--- src/rtl/tick_timer.sv ---
// Resynchronises a slow toggling divided clock into ticks and drives a loadable
// down-counting timer. Define AUTO_RELOAD_EN for periodic (auto-reload) mode.
module tick_timer #(
    parameter int unsigned WIDTH       = 16,
    parameter int unsigned SYNC_STAGES = 2
) (
    input  logic             rst,
    input  logic             clk,
    input  logic             tick_in,
    input  logic             load,
    input  logic [WIDTH-1:0] load_value,
    input  logic             start,
    input  logic             stop,
    output logic             tick_pulse,
    output logic [WIDTH-1:0] count,
    output logic             running,
    output logic             done,
    output logic             expired
);

    typedef enum logic [1:0] {
        IDLE  = 2'd0,
        RUN   = 2'd1,
        PAUSE = 2'd2,
        DONE  = 2'd3
    } state_t;

    state_t                 state_q, state_d;
    logic [SYNC_STAGES-1:0] sync_q;
    logic                   hist_q;
    logic [WIDTH-1:0]       count_q, count_d;
    logic [WIDTH-1:0]       reload_q, reload_d;
    logic                   done_q, done_d;

    // tick_in is treated purely as data: synchronise, then edge-detect against history
    always_ff @(posedge clk or posedge rst) begin
        if (rst) begin
            sync_q     <= '0;
            hist_q     <= 1'b0;
            tick_pulse <= 1'b0;
        end else begin
            sync_q     <= {sync_q[SYNC_STAGES-2:0], tick_in};
            hist_q     <= sync_q[SYNC_STAGES-1];
            tick_pulse <= sync_q[SYNC_STAGES-1] ^ hist_q;
        end
    end

    always_ff @(posedge clk or posedge rst) begin
        if (rst) begin
            state_q  <= IDLE;
            count_q  <= '0;
            reload_q <= '0;
            done_q   <= 1'b0;
        end else begin
            state_q  <= state_d;
            count_q  <= count_d;
            reload_q <= reload_d;
            done_q   <= done_d;
        end
    end

    always_comb begin
        state_d  = state_q;
        count_d  = count_q;
        reload_d = reload_q;
        done_d   = 1'b0;
        if (load) begin
            count_d  = load_value;
            reload_d = load_value;
            state_d  = IDLE;
        end else begin
            unique case (state_q)
                IDLE, PAUSE: begin
                    if (start && (count_q != '0)) begin
                        state_d = RUN;
                    end
                end
                RUN: begin
                    if (stop) begin
                        state_d = PAUSE;
                    end else if (tick_pulse) begin
                        if (count_q > WIDTH'(1)) begin
                            count_d = count_q - WIDTH'(1);
                        end else if (count_q == WIDTH'(1)) begin
                            done_d = 1'b1;
`ifdef AUTO_RELOAD_EN
                            count_d = reload_q;
`else
                            count_d = '0;
                            state_d = DONE;
`endif
                        end
                    end
                end
                DONE: begin
                    state_d = DONE;
                end
                default: begin
                    state_d = IDLE;
                end
            endcase
        end
    end

    assign count   = count_q;
    assign done    = done_q;
    assign running = (state_q == RUN);
    assign expired = (state_q == DONE);

endmodule

--- config.mk ---
export PLATFORM = sky130hd
export DESIGN_NAME = tick_timer
export DESIGN_NICKNAME = d
export VERILOG_FILES = /design/src/rtl/tick_timer.sv
export SDC_FILE = /design/constraint.sdc
export NUM_CORES = 1
export LEC_CHECK = 0
export BUFFER_PORTS_ARGS = -buffer_cell sky130_fd_sc_hd__buf_4
export CORE_UTILIZATION = 45
export DETAILED_ROUTE_END_ITERATION = 8
export PLACE_DENSITY_LB_ADDON = 0.05
export SYNTH_ARGS = -nofsm -noshare
export SYNTH_HDL_FRONTEND = slang
export SYNTH_SLANG_ARGS = --single-unit
--- constraint.sdc ---
create_clock -name clk -period 2.8 [get_ports clk]
set_clock_uncertainty 0.2 [all_clocks]
set_input_delay 0.14 -clock clk [delete_from_list [all_inputs] [get_ports clk]]
set_output_delay 0.14 -clock clk [all_outputs]
set_load 0.01 [all_outputs]
==> impl_metrics.yaml, run 1 <==
critical_path:
  criticalPathCategory: "flip-flop to flip-flop"
  crit_path_start_kind: "flip-flop"
  crit_buf_inv: 1
  critical_path.cell_chain: "nor3_4, nand4_4, o31ai_1, a221oi_1, dlygate4sd3_1"
  slowest_delay_ns: 0.59
  critical_path.max_fanout: 10
  cp-end-kind: "flip-flop"
  path_delay_family: "simple AND/OR/NAND/NOR gates"
  slowest_stage: "dlygate4sd3_1"
  crit_arrival_ns: 2.56
  required_ns: 2.82
synthesis:
  syn-num-nets: 180
  yosysWarnings: 0
  ys_types: 51
  synth_top_flop_cell: "dfrtp_1"
  syn_area_sq_um: 1460
  yosysSeqAreaShare_pct: 39.5
  synth_cells: 155
  synth_edf_count: 0
  async_flop_share_pct: 100
  synth_seq_cells: 23
  avgSynthCellArea_sq_um: 9.40
floorplanning:
  fp.coreArea_sq_um: 3050
  io-pin-count: 42
  core.rowCount: 20
  die_x_microns: 58.9
  dieArea_sq_um: 3470
  start_util_pct: 47.7
  die_h_microns: 58.9
pwr:
  seqPwrFrac_pct: 51.4
  internal_power_uw: 538
  peakVddDrop_mv: 0.274
  combPwrFrac_pct: 28.9
  clock_power_share_pct: 19.7
  powerDensity_nw_per_um2: 401
  sw_frac_of_total_pct: 33.8
  power_leakage_uw: 0.000860
  p_switching_uw: 274
clocking:
  ctsResizeCount: 0
  clk_pin_slew_worst_paths_ns: 0.14
  cts_buffer_depth: 2
  cts_tree: "done"
  cts_root_buf: "clkbuf_4"
  hold_buffers: 20
  postCtsSetupRepairBufs: 0
  clk_latency_ns: 0.32
  cts_inserted_buffers: 3
  htree_levels: 1
  cts.sinks: 23
sta:
  hold_viol_final: 0
  grt_setup_unrepaired: "false"
  fin_tns_setup_ns: 0
  fin_ws_ns: 0.259
  setup_viol: 0
  period_minus_slack_ns: 2.54
  holdWs_ns: 0.0248
  slew_headroom_pct: 42.8
  fmax_ghz: 0.394
  period_share_pct: 90.8
  max_slew.worst_pin.slew_ns: 0.857
  slew_viol_final: 0
place:
  port-buffer-count: 41
  finalWeightedCongestion: 0.801
  post-place-ws_ns: 0.424
  dp_cells: 235
  dpl.hpwl_mm: 2.69
route:
  firstDrtPassIters: 4
  drt-wirelength-per-cell_microns: 14.9
  route.antenna.remaining_nets: 0
  maxUsedRoutingLayer: "met4"
  route.layer.met1.wl_mm: 1.76
  first_iter_violations: 34
  wirelength_mm: 3.87
  vias_per_cell: 5.61
  drc_errors: 0
  met2_wirelength_mm: 1.94
  vias: 1454
  routed-wl-met3_microns: 122
worst_hold_path:
  min_path_type: "primary input to flip-flop"
global_routing:
  grt-ovfl-total: 0
  grt_pass1_vias: 1355
  grt_antenna_before_repair: 0
  grt_max_degree: 30
  grt_use_total_pct: 24.5
  grt_pass1_wl_mm: 6.38
flow_run:
  cap_violations: 0
layout:
  syn_to_final_growth_pct: 39.0
  diodes: 0
  nets: 241
  drive_gt1_share_pct: 27.4
  utilization_pct: 66.3
  final_cell_mix: "buf_4, dfrtp_1, dlygate4sd3_1"
  final_common_cell: "buf_4"
  final_cells: 259
run_status:
  status: "finished, final reports clean"
==> cells in the mapped netlist (2+ instances only) <==
| library cell | count | area [sq um] |
|---|---|---|
| or3_1 | 5 | 31.3 |
| clkbuf_1 | 3 | 11.3 |
| a32oi_1 | 3 | 26.3 |
| o21ai_0 | 2 | 10.0 |
| a22oi_1 | 4 | 30.0 |
| o311ai_0 | 2 | 17.5 |
| inv_1 | 12 | 45.0 |
| nor3_1 | 5 | 25.0 |
| dfrtp_1 | 23 | 576 |
| nand3_1 | 8 | 40.0 |
| o21ai_1 | 4 | 20.0 |
| o31ai_1 | 2 | 15.0 |
| a21oi_1 | 8 | 40.0 |
| ha_1 | 3 | 37.5 |
| nor2_1 | 12 | 45.0 |
| nand2_1 | 16 | 60.1 |
| a211oi_1 | 4 | 30.0 |
| buf_2 | 2 | 10.0 |
| nand4_1 | 5 | 31.3 |
==> routing by layer <==
metal	vias up	GRT usage, %
met5	-	0
met4	0	8.84
met3	6	2.20
met2	44	40.1
met1	697	33.8
li1	707	-
==> sequential cells by signal, summed over array words and instances, names as in the netlist <==
name / count
sync_q: 2
hist_q: 1
done: 1
count: 16
tick_pulse: 1
state_q: 2
==> metrics by stage <==
step / power (uW) / area [sq um]
after floorplan: 535 / 1460
after global placement: 629 / 1790
after detailed placement: 634 / 1790
after CTS: 820 / 2020
after global routing: 859 / 2020
final: 813 / 2020
==> final timing paths <==
path / startpoint / endpoint / slack, ns / cells after the start
worst max-delay path: count[6]$_DFFE_PP0P_ / state_q[0]$_DFFE_PP0P_ / 0.26 / 5
worst min-delay path: load / count[9]$_DFFE_PP0P_ / 0.02 / 2
worst max register to register: count[6]$_DFFE_PP0P_ / state_q[0]$_DFFE_PP0P_ / 0.26 / 5
worst min register to register: sync_q[0]$_DFF_PP0_ / sync_q[1]$_DFF_PP0_ / 0.17 / 0
max in group asynchronous: rst / count[3]$_DFFE_PP0P_ / 1.52 / 3
min in group asynchronous: rst / tick_pulse$_DFF_PP0_ / 0.35 / 3
==> area by class of cell <==
| cell class | count | area, sq um |
|---|---|---|
| clock buffers | 3 | 22.5 |
| fillers | 267 | 1030 |
| well taps | 44 | 55.1 |
| clock inverters | 1 | 7.51 |
| repair buffers | 62 | 515 |
| inverters | 12 | 45.0 |
| flip-flops and latches | 23 | 576 |
| multi-input cells | 114 | 803 |
==> cells by family after synthesis <==
| group | after synthesis | synth area share (%) |
|---|---|---|
| flops | 23 | 39.5 |
| simple gates | 66 | 27.2 |
| compound gates | 43 | 24.0 |
| fa+ha+maj | 3 | 2.58 |
| mux | 1 | 0.773 |
| xor+xnor | 1 | 0.601 |
| buf+inv | 18 | 5.33 |
==> power by group through the flow <==
stage | registers, uW | clock network (uW) | logic (uW)
floorplan | 424 | 0 | 111
global placement | 420 | 0 | 209
detailed placement | 423 | 0 | 211
CTS | 417 | 168 | 235
global route | 424 | 176 | 259
finish | 418 | 160 | 235
==> worst reg2reg max path: cells and delay by family (launching register included) <==
kind | cells | cell delay, ns
AO/OA/AOI/OAI | 2 | 0.50
buffers and inverters | 1 | 0.59
flip-flops | 1 | 0.48
AND/OR/NAND/NOR | 2 | 0.67
Power figures use the tool's default switching activity.
==> run 2, diff against run 1 <==
--- a/config.mk
+++ b/config.mk
@@ -9,6 +9,7 @@
 export CORE_UTILIZATION = 45
 export DETAILED_ROUTE_END_ITERATION = 8
 export PLACE_DENSITY_LB_ADDON = 0.05
+export RECOVER_POWER = 25
 export SYNTH_ARGS = -nofsm -noshare
 export SYNTH_HDL_FRONTEND = slang
 export SYNTH_SLANG_ARGS = --single-unit
==> run 2 against run 1 <==
Against the previous run:
- non-clock buffer count unchanged
- sequential share of layout area is 0.65 points higher
- critical path type unchanged
- power shrank 1.8%
- hold slack about the same
- combinational power decreased by 6%
==> impl_metrics.yaml, run 2 (synthesis results as in run 1) <==
pwr:
  power_leakage_uw: 0.000817
  peakVddDrop_mv: 0.274
  powerDensity_nw_per_um2: 403
floorplanning:
  fp.coreArea_sq_um: 3050
  die_h_microns: 58.9
  start_util_pct: 47.7
  core.rowCount: 20
  io-pin-count: 42
  dieArea_sq_um: 3470
  die_x_microns: 58.9
route:
  vias: 1456
  route.antenna.remaining_nets: 0
  drc_errors: 0
  drt-wirelength-per-cell_microns: 14.9
  vias_per_cell: 5.62
  firstDrtPassIters: 4
  first_iter_violations: 38
  wirelength_mm: 3.87
clocking:
  cts.sinks: 23
  clk_pin_slew_worst_paths_ns: 0.14
  clk_latency_ns: 0.32
  cts_buffer_depth: 2
  cts_root_buf: "clkbuf_4"
  htree_levels: 1
  cts_tree: "done"
  cts_inserted_buffers: 3
  postCtsSetupRepairBufs: 0
critical_path:
  criticalPathCategory: "flip-flop to flip-flop"
  crit_arrival_ns: 2.56
  critical_path.max_fanout: 10
  required_ns: 2.82
  cp-end-kind: "flip-flop"
  crit_path_start_kind: "flip-flop"
global_routing:
  grt_antenna_before_repair: 0
  grt_pass1_wl_mm: 6.38
  grt-ovfl-total: 0
  grt_max_degree: 30
  grt_pass1_vias: 1355
  grt_use_total_pct: 24.5
worst_hold_path:
  min_path_type: "primary input to flip-flop"
sta:
  hold_viol_final: 0
  period_share_pct: 90.7
  period_minus_slack_ns: 2.54
  max_slew.worst_pin.slew_ns: 0.857
  grt_setup_unrepaired: "false"
  fin_tns_setup_ns: 0
  fmax_ghz: 0.394
  setup_viol: 0
  fin_ws_ns: 0.260
  slew_headroom_pct: 42.8
  slew_viol_final: 0
place:
  port-buffer-count: 41
  post-place-ws_ns: 0.424
  finalWeightedCongestion: 0.801
  dpl.hpwl_mm: 2.69
layout:
  largest_register_ff_count: 16
  drive_gt1_share_pct: 21.9
  final_cell_mix: "buf_4, dfrtp_1, dlygate4sd3_1"
  diodes: 0
  nFillCells: 284
  utilization_pct: 64.8
  final_common_cell: "buf_4"
  nets: 241
  syn_to_final_growth_pct: 35.9
flow_run:
  cap_violations: 0
run_status:
  status: "finished, final reports clean"
-- run 2: cell types whose count changed in the layout (fill, tap and decap cells not counted), sizes merged --
cell and delta:
buf -13, clkbuf +13
-- run 2: repair_timing --
item / in CTS / in global routing
hold endpoints to repair: 42 / 0
gates resized for setup: 0 / 0
hold buffers: 20 / 0
-- run 2: through the flow --
stage	power, uW	cells	hold WS, ns	area [sq um]
after floorplan	535	155	-0.0581	1460
after global placement	629	235	0.0499	1790
after detailed placement	634	235	0.0537	1790
after CTS	820	259	0.0141	2020
after global routing	844	259	0.0256	1980
final	798	259	0.0251	1980
-- run 2: critical path, cell delays in order, from the launching register on --
cell           delay [ns]
dfrtp_1              0.48
nor3_4               0.44
nand4_4              0.23
o31ai_1              0.36
a221oi_1             0.13
dlygate4sd3_1        0.59
-- run 2: power by group --
group | internal [uW] | switching, uW | total, uW | leakage [uW]
clock | 54.6 | 105 | 160 | 0.0000139
combinational | 106 | 115 | 221 | 0.000533
sequential | 363 | 53.4 | 417 | 0.000270
-- run 2: area by class of cell --
cell class | instances | area [sq um] | area share (%)
inverters | 12 | 45.0 | 2.28
multi-input cells | 114 | 803 | 40.6
clock inverters | 1 | 7.51 | 0.379
repair buffers | 62 | 470 | 23.8
clock buffers | 3 | 22.5 | 1.14
well taps | 44 | 55.1 | 2.78
flip-flops and latches | 23 | 576 | 29.1
-- run 2: path summary, 6_finish.rpt --
kind	cells past startpoint	to	slack [ns]	from
max	5	state_q[0]$_DFFE_PP0P_	0.26	count[6]$_DFFE_PP0P_
min	2	count[9]$_DFFE_PP0P_	0.03	load
max reg2reg	5	state_q[0]$_DFFE_PP0P_	0.26	count[6]$_DFFE_PP0P_
min reg2reg	0	sync_q[1]$_DFF_PP0_	0.17	sync_q[0]$_DFF_PP0_
max in group asynchronous	3	count[3]$_DFFE_PP0P_	1.52	rst
min in group asynchronous	3	tick_pulse$_DFF_PP0_	0.35	rst
-- run 2: layer usage --
metal	vias up	global-route usage [%]	routed length (microns)
met1	699	33.8	1740
met5	-	0	0
li1	707	-	-
met3	6	2.20	133
met2	44	40.1	1950
met4	0	8.84	46
